### src/rtl/lsu_mem_ctrl.sv
// ----------------------------------------------------------------------------
// lsu_mem_ctrl
//
// Load/store controller that sits directly in front of the core's
// byte-addressed data memory. It takes one request at a time from the
// execute stage and drives the memory's 1-cycle-latency read port and its
// size-coded write port. Load data is sign- or zero-extended. The result, or
// a fault, goes to writeback over a valid/ready response channel.
//
// Optional feature (compile-time macro):
//   LSU_MISALIGN_TRAP_EN - when defined, misaligned halfword and word
//                          accesses fault at accept and never touch memory.
//                          When undefined, the memory handles any alignment.
//
// Ports:
//   clk, rst_n            core clock, asynchronous active-low reset
//   req_valid/req_ready   request handshake (ready only while idle)
//   req_store             1 = store, 0 = load
//   req_funct3            RV32I size/sign code (B, H, W, BU, HU)
//   req_addr              byte address, passed through unchanged
//   req_wdata             right-aligned store data
//   req_rd                destination register tag
//   resp_valid/resp_ready response handshake to writeback
//   resp_we               load result must be written back
//   resp_rd               echoed register tag
//   resp_data             extended load data (0 for stores and faults)
//   resp_fault            illegal or misaligned access
//   mem_rd_addr           memory read address
//   mem_rd_data           memory read data, one cycle after mem_rd_addr
//   mem_wr                write size: 0 none, 1 byte, 2 half, 3 word
//   mem_wr_addr           memory write address
//   mem_wr_data           right-aligned memory write data
// ----------------------------------------------------------------------------
module lsu_mem_ctrl #(
    parameter int ADDR_W = 32
) (
    input  logic              clk,
    input  logic              rst_n,
    input  logic              req_valid,
    output logic              req_ready,
    input  logic              req_store,
    input  logic [2:0]        req_funct3,
    input  logic [ADDR_W-1:0] req_addr,
    input  logic [31:0]       req_wdata,
    input  logic [4:0]        req_rd,
    output logic              resp_valid,
    input  logic              resp_ready,
    output logic              resp_we,
    output logic [4:0]        resp_rd,
    output logic [31:0]       resp_data,
    output logic              resp_fault,
    output logic [ADDR_W-1:0] mem_rd_addr,
    input  logic [31:0]       mem_rd_data,
    output logic [1:0]        mem_wr,
    output logic [ADDR_W-1:0] mem_wr_addr,
    output logic [31:0]       mem_wr_data
);

    typedef enum logic [1:0] {
        IDLE    = 2'd0,
        ACCESS  = 2'd1,
        CAPTURE = 2'd2,
        RESP    = 2'd3
    } state_t;

    state_t            state_q, state_d;
    logic              store_q, store_d;
    logic [2:0]        funct3_q, funct3_d;
    logic [ADDR_W-1:0] addr_q, addr_d;
    logic [31:0]       wdata_q, wdata_d;
    logic [4:0]        rd_q, rd_d;
    logic [31:0]       respData_q, respData_d;
    logic              respWe_q, respWe_d;
    logic              respFault_q, respFault_d;

    logic              misaligned;
    logic              reqIllegal;
    logic [31:0]       loadExt;
    logic [1:0]        wrSize;

    // Misalignment only matters when the trap is built in. Halfword codes
    // (H, HU) share funct3[1:0] = 01 and the word code is 10.
`ifdef LSU_MISALIGN_TRAP_EN
    assign misaligned = ((req_funct3[1:0] == 2'b01) && req_addr[0]) ||
                        ((req_funct3[1:0] == 2'b10) && (req_addr[1:0] != 2'b00));
`else
    assign misaligned = 1'b0;
`endif

    // Codes 011, 110 and 111 are never legal. The unsigned codes (funct3[2])
    // make no sense for stores.
    assign reqIllegal = (req_funct3 == 3'b011) ||
                        (req_funct3[2:1] == 2'b11) ||
                        (req_store && req_funct3[2]) ||
                        misaligned;

    // Extend the right-aligned read data according to the registered code.
    always_comb begin
        loadExt = mem_rd_data;
        case (funct3_q)
            3'b000:  loadExt = {{24{mem_rd_data[7]}}, mem_rd_data[7:0]};
            3'b001:  loadExt = {{16{mem_rd_data[15]}}, mem_rd_data[15:0]};
            3'b100:  loadExt = {24'd0, mem_rd_data[7:0]};
            3'b101:  loadExt = {16'd0, mem_rd_data[15:0]};
            default: loadExt = mem_rd_data;
        endcase
    end

    // Store size encoding for the memory write port. Only B, H and W stores
    // reach ACCESS, so the other codes never drive a write.
    always_comb begin
        wrSize = 2'd0;
        case (funct3_q[1:0])
            2'b00:   wrSize = 2'd1;
            2'b01:   wrSize = 2'd2;
            2'b10:   wrSize = 2'd3;
            default: wrSize = 2'd0;
        endcase
    end

    // Next-state and datapath updates. Response fields are settled before
    // entering RESP and are not touched there, so they stay stable under
    // back-pressure.
    always_comb begin
        state_d     = state_q;
        store_d     = store_q;
        funct3_d    = funct3_q;
        addr_d      = addr_q;
        wdata_d     = wdata_q;
        rd_d        = rd_q;
        respData_d  = respData_q;
        respWe_d    = respWe_q;
        respFault_d = respFault_q;

        case (state_q)
            IDLE: begin
                if (req_valid) begin
                    store_d    = req_store;
                    funct3_d   = req_funct3;
                    addr_d     = req_addr;
                    wdata_d    = req_wdata;
                    rd_d       = req_rd;
                    respData_d = 32'd0;
                    if (reqIllegal) begin
                        respFault_d = 1'b1;
                        respWe_d    = 1'b0;
                        state_d     = RESP;
                    end else begin
                        respFault_d = 1'b0;
                        respWe_d    = ~req_store;
                        state_d     = ACCESS;
                    end
                end
            end
            ACCESS: begin
                state_d = store_q ? RESP : CAPTURE;
            end
            CAPTURE: begin
                respData_d = loadExt;
                state_d    = RESP;
            end
            RESP: begin
                if (resp_ready) begin
                    state_d = IDLE;
                end
            end
            default: state_d = IDLE;
        endcase
    end

    // State and datapath registers. Reset returns to IDLE, which drops any
    // in-flight request and removes the write strobe at once.
    always_ff @(posedge clk or negedge rst_n) begin
        if (!rst_n) begin
            state_q     <= IDLE;
            store_q     <= 1'b0;
            funct3_q    <= 3'd0;
            addr_q      <= '0;
            wdata_q     <= 32'd0;
            rd_q        <= 5'd0;
            respData_q  <= 32'd0;
            respWe_q    <= 1'b0;
            respFault_q <= 1'b0;
        end else begin
            state_q     <= state_d;
            store_q     <= store_d;
            funct3_q    <= funct3_d;
            addr_q      <= addr_d;
            wdata_q     <= wdata_d;
            rd_q        <= rd_d;
            respData_q  <= respData_d;
            respWe_q    <= respWe_d;
            respFault_q <= respFault_d;
        end
    end

    assign req_ready   = (state_q == IDLE);
    assign resp_valid  = (state_q == RESP);
    assign resp_we     = respWe_q;
    assign resp_rd     = rd_q;
    assign resp_data   = respData_q;
    assign resp_fault  = respFault_q;

    assign mem_rd_addr = addr_q;
    assign mem_wr_addr = addr_q;
    assign mem_wr_data = wdata_q;
    assign mem_wr      = ((state_q == ACCESS) && store_q) ? wrSize : 2'd0;

endmodule

### config.mk
export PLATFORM = sky130hd
export DESIGN_NAME = lsu_mem_ctrl
export DESIGN_NICKNAME = d
export VERILOG_FILES = /design/src/rtl/lsu_mem_ctrl.sv
export SDC_FILE = /design/constraint.sdc
export NUM_CORES = 1
export LEC_CHECK = 0
export BUFFER_PORTS_ARGS = -buffer_cell sky130_fd_sc_hd__buf_2
export CORE_MARGIN = 3
export CORE_UTILIZATION = 45
export DETAILED_ROUTE_END_ITERATION = 10
export PLACE_DENSITY = 0.84
export SETUP_SLACK_MARGIN = 0.15
export SYNTH_ARGS = -nofsm -noshare
export SYNTH_HDL_FRONTEND = slang
export SYNTH_SLANG_ARGS = --single-unit
### constraint.sdc
create_clock -name clk -period 2.1 [get_ports clk]
set_clock_uncertainty 0.2 [all_clocks]
set_input_delay 0.21 -clock clk [delete_from_list [all_inputs] [get_ports clk]]
set_output_delay 0.21 -clock clk [all_outputs]
set_load 0.005 [all_outputs]
Word-level counts from Yosys, hierarchy flattened:

Index checks and enable logic that the tools add are counted.

* input port bits: 109
* logic and storage cells: 45
* output and inout port bits: 139
* bits in registers: 109

* reduce and logical (&&, ||, !) cells: 11
* bitwise operators: 1
* multiplexer cells: 12
* equality and inequality tests: 12

Operators by type and width (count)
* $pmux W32 S4: 1
* $pmux W32 S2: 1
* $mux W32: 1
* $eq A2 B2 Y1 const B: 4
* $mux W2: 4
* $pmux W2 S4: 1
* $eq A3 B3 Y1 const B: 2
* $pmux W2 S3: 1
* $reduce_and A2 Y1: 3
* $eq A2 B1 Y1 const B: 2
* $logic_not A2 Y1: 2
* $eq A3 B1 Y1 const B: 1
* $eq A3 B2 Y1 const B: 1
* $logic_not A3 Y1: 1
* $mux W1: 3
* $logic_and A1 B1 Y1: 2
* $logic_or A1 B1 Y1: 2
* $ne A2 B1 Y1 const B: 1
* $ne A2 B2 Y1 const B: 1
* $reduce_bool A2 Y1: 1
* $not A1 Y1: 1

Depth between registers and ports, before layout:

Gate-level depths: netlist (run 1).

* word-level depth: 6
* mapped depth: 7
* depth with buffers taken out: 5

Worst setup path after synthesis (run 1):

OpenSTA, ideal clock, no wires.

* path kind: register to register
* start point: register state_q[0]
* end point: register respData_q[21], in the netlist resp_data[21]
* clock period less this slack: 1.865 ns
* buffers on the path: 1
* arrival: 1.539 ns
* slack: 0.235 ns
* cell stages (with the launch flop): 7
* setup time: 0.127 ns
* cell sequence: dfrtp_1 inv_1 ha_1 nor2b_4 nor4b_4 buf_6 a221o_2

* longest elaborated chain between the ends: 3
* elaborated cells on any way between the ends: 6
* those cells by class: 2 x eq/ne; 1 x mux; 3 x reduce/logical

Ends and longest elaborated chain
* start: declaration: RTL line 66 `state_t state_q, state_d;`
* start signal: assignment: RTL line 185 `state_q <= state_d;`
* $logic_not A2 Y1 (*)
* named net req_ready: RTL line 40 `output logic req_ready,`
* $ne A2 B2 Y1 (no source line) or $reduce_bool A2 Y1 (tied branches)
* $reduce_and A2 Y1 (no source line)
* end signal: assignment: RTL line 191 `respData_q <= respData_d;`
* end: declaration: RTL line 72 `logic [31:0] respData_q, respData_d;`

The timed path passes the listed nets; every way through them passes the cells marked *.
A chain may end at the register's enable or synchronous reset.

Worst setup path after layout (run 1):

* start point: register funct3_q[1]
* end point: output port mem_wr[0]

* longest elaborated chain between the ends: 3
* elaborated cells on any way between the ends: 5
* those cells by class: 2 x eq/ne; 2 x mux; 1 x reduce/logical

Ends and longest elaborated chain
* start: declaration: RTL line 68 `logic [2:0] funct3_q, funct3_d;`
* start signal: assignment: RTL line 187 `funct3_q <= funct3_d;`
* $eq A2 B2 Y1, or another cell as far along: RTL line 113 `case (funct3_q[1:0])`
* $pmux W2 S3 (*): RTL line 113
* $mux W2 (*): RTL line 207 `assign mem_wr = ((state_q == ACCESS) && store_q) ? wrSize : 2'd0;`
* end: declaration: RTL line 54 `output logic [1:0] mem_wr,`

Every way passes the cells marked *; elsewhere a longest branch is shown, timed or not.

==> metrics.txt, run 1 <==
grt met3 use 0.0534; TritonCTS clock tree yes; average instance area after synthesis about 14 µm²; Leak between 3 and 4 nW; post-DP HPWL approximately 8400 µm; yosys warns 0; Initial Utilization 0.468; Num CTS Buffers 9; GR Overflow Total 0; nets ~770; FMAX 533 MHz; # rows 36; port bufs ~250; Clock Latency Late Sink approximately 0.35 ns; Die Width 107 µm; power density over cell area ~1300 mW/mm²; unrepaired setup endpoints after global routing yes; post-synth top area share 0.590; Avg WL per Cell between 15 and 20 µm; Setup Crit Path Kind reg2out; max-slew violations 0; sequential fraction of the synthesis area 0.590; most frequent cell after synthesis dfrtp_1; H-tree depth 3; Async SR Flop Fraction 1.00; clock root cell clkbuf_8; #FFs+latches synth 109; most used routing layer met2; M2 GR Usage 0.449; Setup violations, final 0; critical path, cell by cell inv_1 > ha_4 > nor2_1 > nor3_2 > buf_2; crit path max fanout 5; Syn Nets 440; Netlist Area Pre-Place between 0.004 and 0.005 mm²; Crit path max-delay family flip-flops; WP data required roughly 1.7 ns; reg2reg setup slack around 0.23 ns; Worst-Margin Slew about 0.43 ns; CTS Sinks approximately 110; worst-case clock buffer depth 2; leading area contributor after synthesis dfrtp_1; num ports roughly 250; Max Cap Viol 0; Vias/cell slightly above 5; ys flop type dfrtp_1; Tot GR Track Use 0.245; dpl cells 660; largest net degree at the start of global routing 59; Initial DRC Count 185; Synth cell types 30; Area contributors post-synth dfrtp_1, mux2_2, buf_4; CTS clock-pin slew for the worst setup and hold paths 0.09 ns; DRC violations left 0; Crit path largest cell delay 0.42 ns; 1st-pass router iterations 4; first-pass GRT wire length between 20000 and 25000 µm; endpoints failing hold 0; final core utilization 0.721; number of flops mapped to enable cells by yosys 0; Max stage delay cell, worst path dfrtp_1; number of buffers and inverters on the critical path 2; arrival time worst endpoint 1.47 ns; share of cells above drive strength 1 0.565; worst ir drop on vdd roughly 0.75 mV; Core Region slightly below 0.01 mm²; Final Routed Wirelength between 10000 and 15000 µm; Routed Antenna Nets 0; Post-synth top cells dfrtp_1, mux2_2, buf_4; Hold Path Class in2reg; Critical Path Start Type flip-flop; initial antenna violation count 0; Die Span Y about 110 µm; Period Utilization, post-route 0.893; nature of the critical path endpoint output pin; Die Area between 0.01 and 0.015 mm²; DR vias ~4.0k; gpl congestion between 0.7 and 0.8; diode count 0; Synth-to-Final Area Change 54.0%; post-layout min period approximately 1.9 ns; Finished Layout Cells about 790; met1 GRT Util 0.264; Fill cells 600; outcome finished clean; synthesized netlist cell count approximately 320; relative slew slack 0.714; vias in the first global route 4171
cell usage in the layout, fill, tap and decap left out, types with 5 or more instances in the layout:
cell type      count
a21oi_1           10
a221o_1            6
a221o_2           10
a22o_1             8
buf_12             6
buf_2            246
buf_4              5
clkbuf_8          10
dfrtp_1          109
dlygate4sd3_1    106
ha_1               6
mux2_2            75
nand2_1           11
nor2_1             5
o21ai_0            9
sequential cells by signal, indices dropped and copies added, names as in the netlist:
name	count
resp_fault	1
resp_we	1
state_q	2
resp_rd	5
resp_data	32
funct3_q	3
store_q	1
mem_rd_addr	32
mem_wr_data	32
routing by layer:
layer / wire length (µm) / part of all wire / vias to the layer above
met5: 0 / 0 / -
met4: 582 / 0.041 / 0
met3: 894 / 0.062 / 53
met2: 7800 / 0.54 / 209
met1: 5080 / 0.35 / 1931
li1: - / - / 1759
stage by stage:
| step | setup slack (ns) | area (µm²) | power [mW] | hold WS, ns | TNS (ns) |
|---|---|---|---|---|---|
| 6_report | 0.224 | 7120 | 9.32 | 0.0640 | 0 |
| 5_1_grt | 0.141 | 7120 | 9.92 | 0.0276 | 0 |
| 2_1_floorplan | 0.235 | 4620 | 6.19 | -0.286 | 0 |
| 3_5_place_dp | -0.106 | 5770 | 7.66 | -0.0656 | -1.40 |
| 3_3_place_gp | 0.00447 | 5770 | 7.49 | -0.0690 | 0 |
| 4_1_cts | 0.163 | 7090 | 9.17 | 0.0356 | 0 |
what timing repair did:
action	in CTS	in global routing
hold buffers	106	0
setup endpoints to repair	24	59
setup buffers	3	1
endpoints found under the hold margin	215	0
pin swaps	2	0
cloned	0	0
resized for setup	3	6
path summary, 6_finish.rpt:
check	start	endpoint	cells past startpoint
max	funct3_q[1]	mem_wr[0]	5
min	resp_ready	state_q[0]	4
max reg2reg	funct3_q[1]	resp_data[26]	6
min reg2reg	resp_data[9]	resp_data[9]	2
max in group asynchronous	rst_n	resp_data[24]	3
min in group asynchronous	rst_n	mem_rd_addr[17]	2
power by group:
part	internal [mW]	switching, mW
combinational	2.42	1.90
sequential	3.11	0.644
clock	0.583	0.673
final cells by class:
cell class                 count  area, µm²  area share
clock buffer                  12        145      0.0204
clock inverter                 4       47.5     0.00668
inverter                       6       22.5     0.00317
multi-input combinational    159       1560       0.219
sequential                   109       2730       0.383
tap                          133        166      0.0234
timing repair buffer         363       2450       0.344
worst min-delay path, stage by stage:
cell     delay, ns
buf_2         0.10
inv_1         0.08
a211o_1       0.14
a32oi_1       0.05
logic make-up after synthesis:
family          after synthesis  share of synthesized area
fa+ha+maj                     9                     0.0244
buf+inv                      54                     0.0821
flops                       109                      0.590
mux                          76                      0.185
compound gates               48                     0.0826
simple gates                 26                     0.0355
(Power assumes the default switching activity.)
==> run 2: changes to the inputs <==
--- a/config.mk
+++ b/config.mk
@@ -6,7 +6,7 @@
 export NUM_CORES = 1
 export LEC_CHECK = 0
 export BUFFER_PORTS_ARGS = -buffer_cell sky130_fd_sc_hd__buf_2
-export CORE_MARGIN = 3
+export CORE_MARGIN = 4
 export CORE_UTILIZATION = 45
 export DETAILED_ROUTE_END_ITERATION = 10
 export PLACE_DENSITY = 0.84
==> constraint.sdc (replaced) <==
create_clock -name clk -period 2.1 [get_ports clk]
set_clock_uncertainty 0.2 [all_clocks]
set_input_delay 0.21 -clock clk [delete_from_list [all_inputs] [get_ports clk]]
set_output_delay 0.21 -clock clk [all_outputs]
set_load 0.1 [all_outputs]
==> run 2 against run 1 <==
First-iteration DRC count grew 19%. Worst setup slack lost 0.078 ns. Sequential share of layout area shrank 0.82 points. Hold slack gained 0.063 ns. Design area grew 2.2%. Die area grew 3.8%. Critical path depth grew 2. Sequential cell count is the same. Via count shrank 1.2%. Wire length grew 0.17%.
==> metrics.txt, run 2 (synthesis results as in run 1) <==
outcome finished clean; Die Area 0.0120 mm²; Max Cap Viol 0; H-tree depth 3; Period Utilization, post-route 0.931; Sequential Area about 0.0027 mm²; Clock Latency Late Sink between 0.3 and 0.4 ns; CTS clock-pin slew for the worst setup and hold paths ~0.10 ns; crit path max fanout 16; num ports around 250; Synth-to-Final Area Change 57.5%; diode count 0; WP data required between 2 and 2.5 ns; unrepaired setup endpoints after global routing yes; final hold slack 0.127 ns; Tot GR Track Use 0.237; TritonCTS clock tree yes; multi-input logic area 0.00159 mm²; sum of negative setup slack 0 ns; Fill cells just under 600; Initial Utilization 0.468; post-layout min period about 2.0 ns; nets 772; Die Span Y 109 µm; share of cells above drive strength 1 0.578; gpl congestion 0.748; most common cell after layout, fill and taps aside buf_2; arrival time worst endpoint between 2 and 2.5 ns; FMAX slightly above 500 MHz; vias in the first global route ~4.2k; initial antenna violation count 0; Num CTS Buffers 9; post-DP HPWL roughly 9000 µm; Setup Crit Path Kind reg2reg; GR Overflow Total 0; CTS Sinks between 100 and 150; Hold Path Class in2async; relative slew slack 0.653; endpoints failing hold 0; Die Width ~110 µm; port bufs 247; max-slew violations 0; Core Region about 0.0099 mm²; Initial DRC Count between 200 and 250; Setup violations, final 0; Critical Path Start Type flip-flop; # rows 36; Final Routed Wirelength roughly 14000 µm; leading cell types in the layout, fill and taps excluded buf_2, dfrtp_1, dlygate4sd3_1; clock root cell clkbuf_8; Avg WL per Cell 18.2 µm; nature of the critical path endpoint flip-flop; 1st-pass router iterations 4; Worst-Margin Slew 0.524 ns; worst-case clock buffer depth 2; largest net degree at the start of global routing 40; Routed Antenna Nets 0; Vias/cell approximately 4.9; DRC violations left 0; first-pass GRT wire length roughly 21000 µm; DR vias just under 4k
## run 2: layer usage
layer,global-route usage,up-vias,part of all wire
met1,0.254,1918,0.35
met2,0.442,179,0.55
met5,0,-,0
li1,-,1775,-
met3,0.0482,34,0.071
met4,0.113,0,0.029
## run 2: area by class of cell
type                       instances  area share
tap                              133      0.0229
clock inverter                     4      0.0131
sequential                       109       0.375
inverter                           6     0.00310
clock buffer                      12      0.0200
timing repair buffer             369       0.347
multi-input combinational        159       0.219
## run 2: stage by stage
| step | cell area, µm² | util | setup WS, ns | std cells |
|---|---|---|---|---|
| 4_1_cts | 7210 | 0.731 | 0.0962 | 789 |
| 3_3_place_gp | 5820 | 0.590 | 0.130 | 660 |
| 3_5_place_dp | 5820 | 0.590 | 0.00185 | 660 |
| 2_1_floorplan | 4650 | - | 0.0759 | 322 |
| 6_report | 7270 | 0.737 | 0.146 | 792 |
| 5_1_grt | 7270 | 0.737 | 0.0976 | 792 |
## run 2: repair_timing
item,4_1_cts,5_1_grt
resized for setup,7,12
setup endpoints to repair,19,10
hold endpoints to repair,202,0
hold buffers,107,0
pin swaps,2,3
buffers inserted,6,3
## run 2: worst max-delay path, stage by stage, from the launching register on
cell	delay, ns
dfrtp_1	0.41
inv_2	0.10
buf_4	0.13
ha_4	0.17
nor2b_4	0.25
nor4b_4	0.08
buf_12	0.16
a221o_2	0.35
## run 2: path summary, 6_finish.rpt
check / slack (ns) / from / to / depth (start not counted)
worst max-delay path: 0.15 / state_q[1] / resp_data[23] / 7
worst min-delay path: 0.13 / rst_n / resp_data[24] / 2
worst max register to register: 0.15 / state_q[1] / resp_data[23] / 7
worst min register to register: 0.29 / resp_data[15] / resp_data[15] / 2
max in group asynchronous: 1.00 / rst_n / resp_data[7] / 3
min in group clk: 0.22 / req_valid / state_q[0] / 4
Power of run 2 is left out: the tool's default activity adds up to more than one toggle a clock period on the data nets, which glitch-free logic cannot reach.
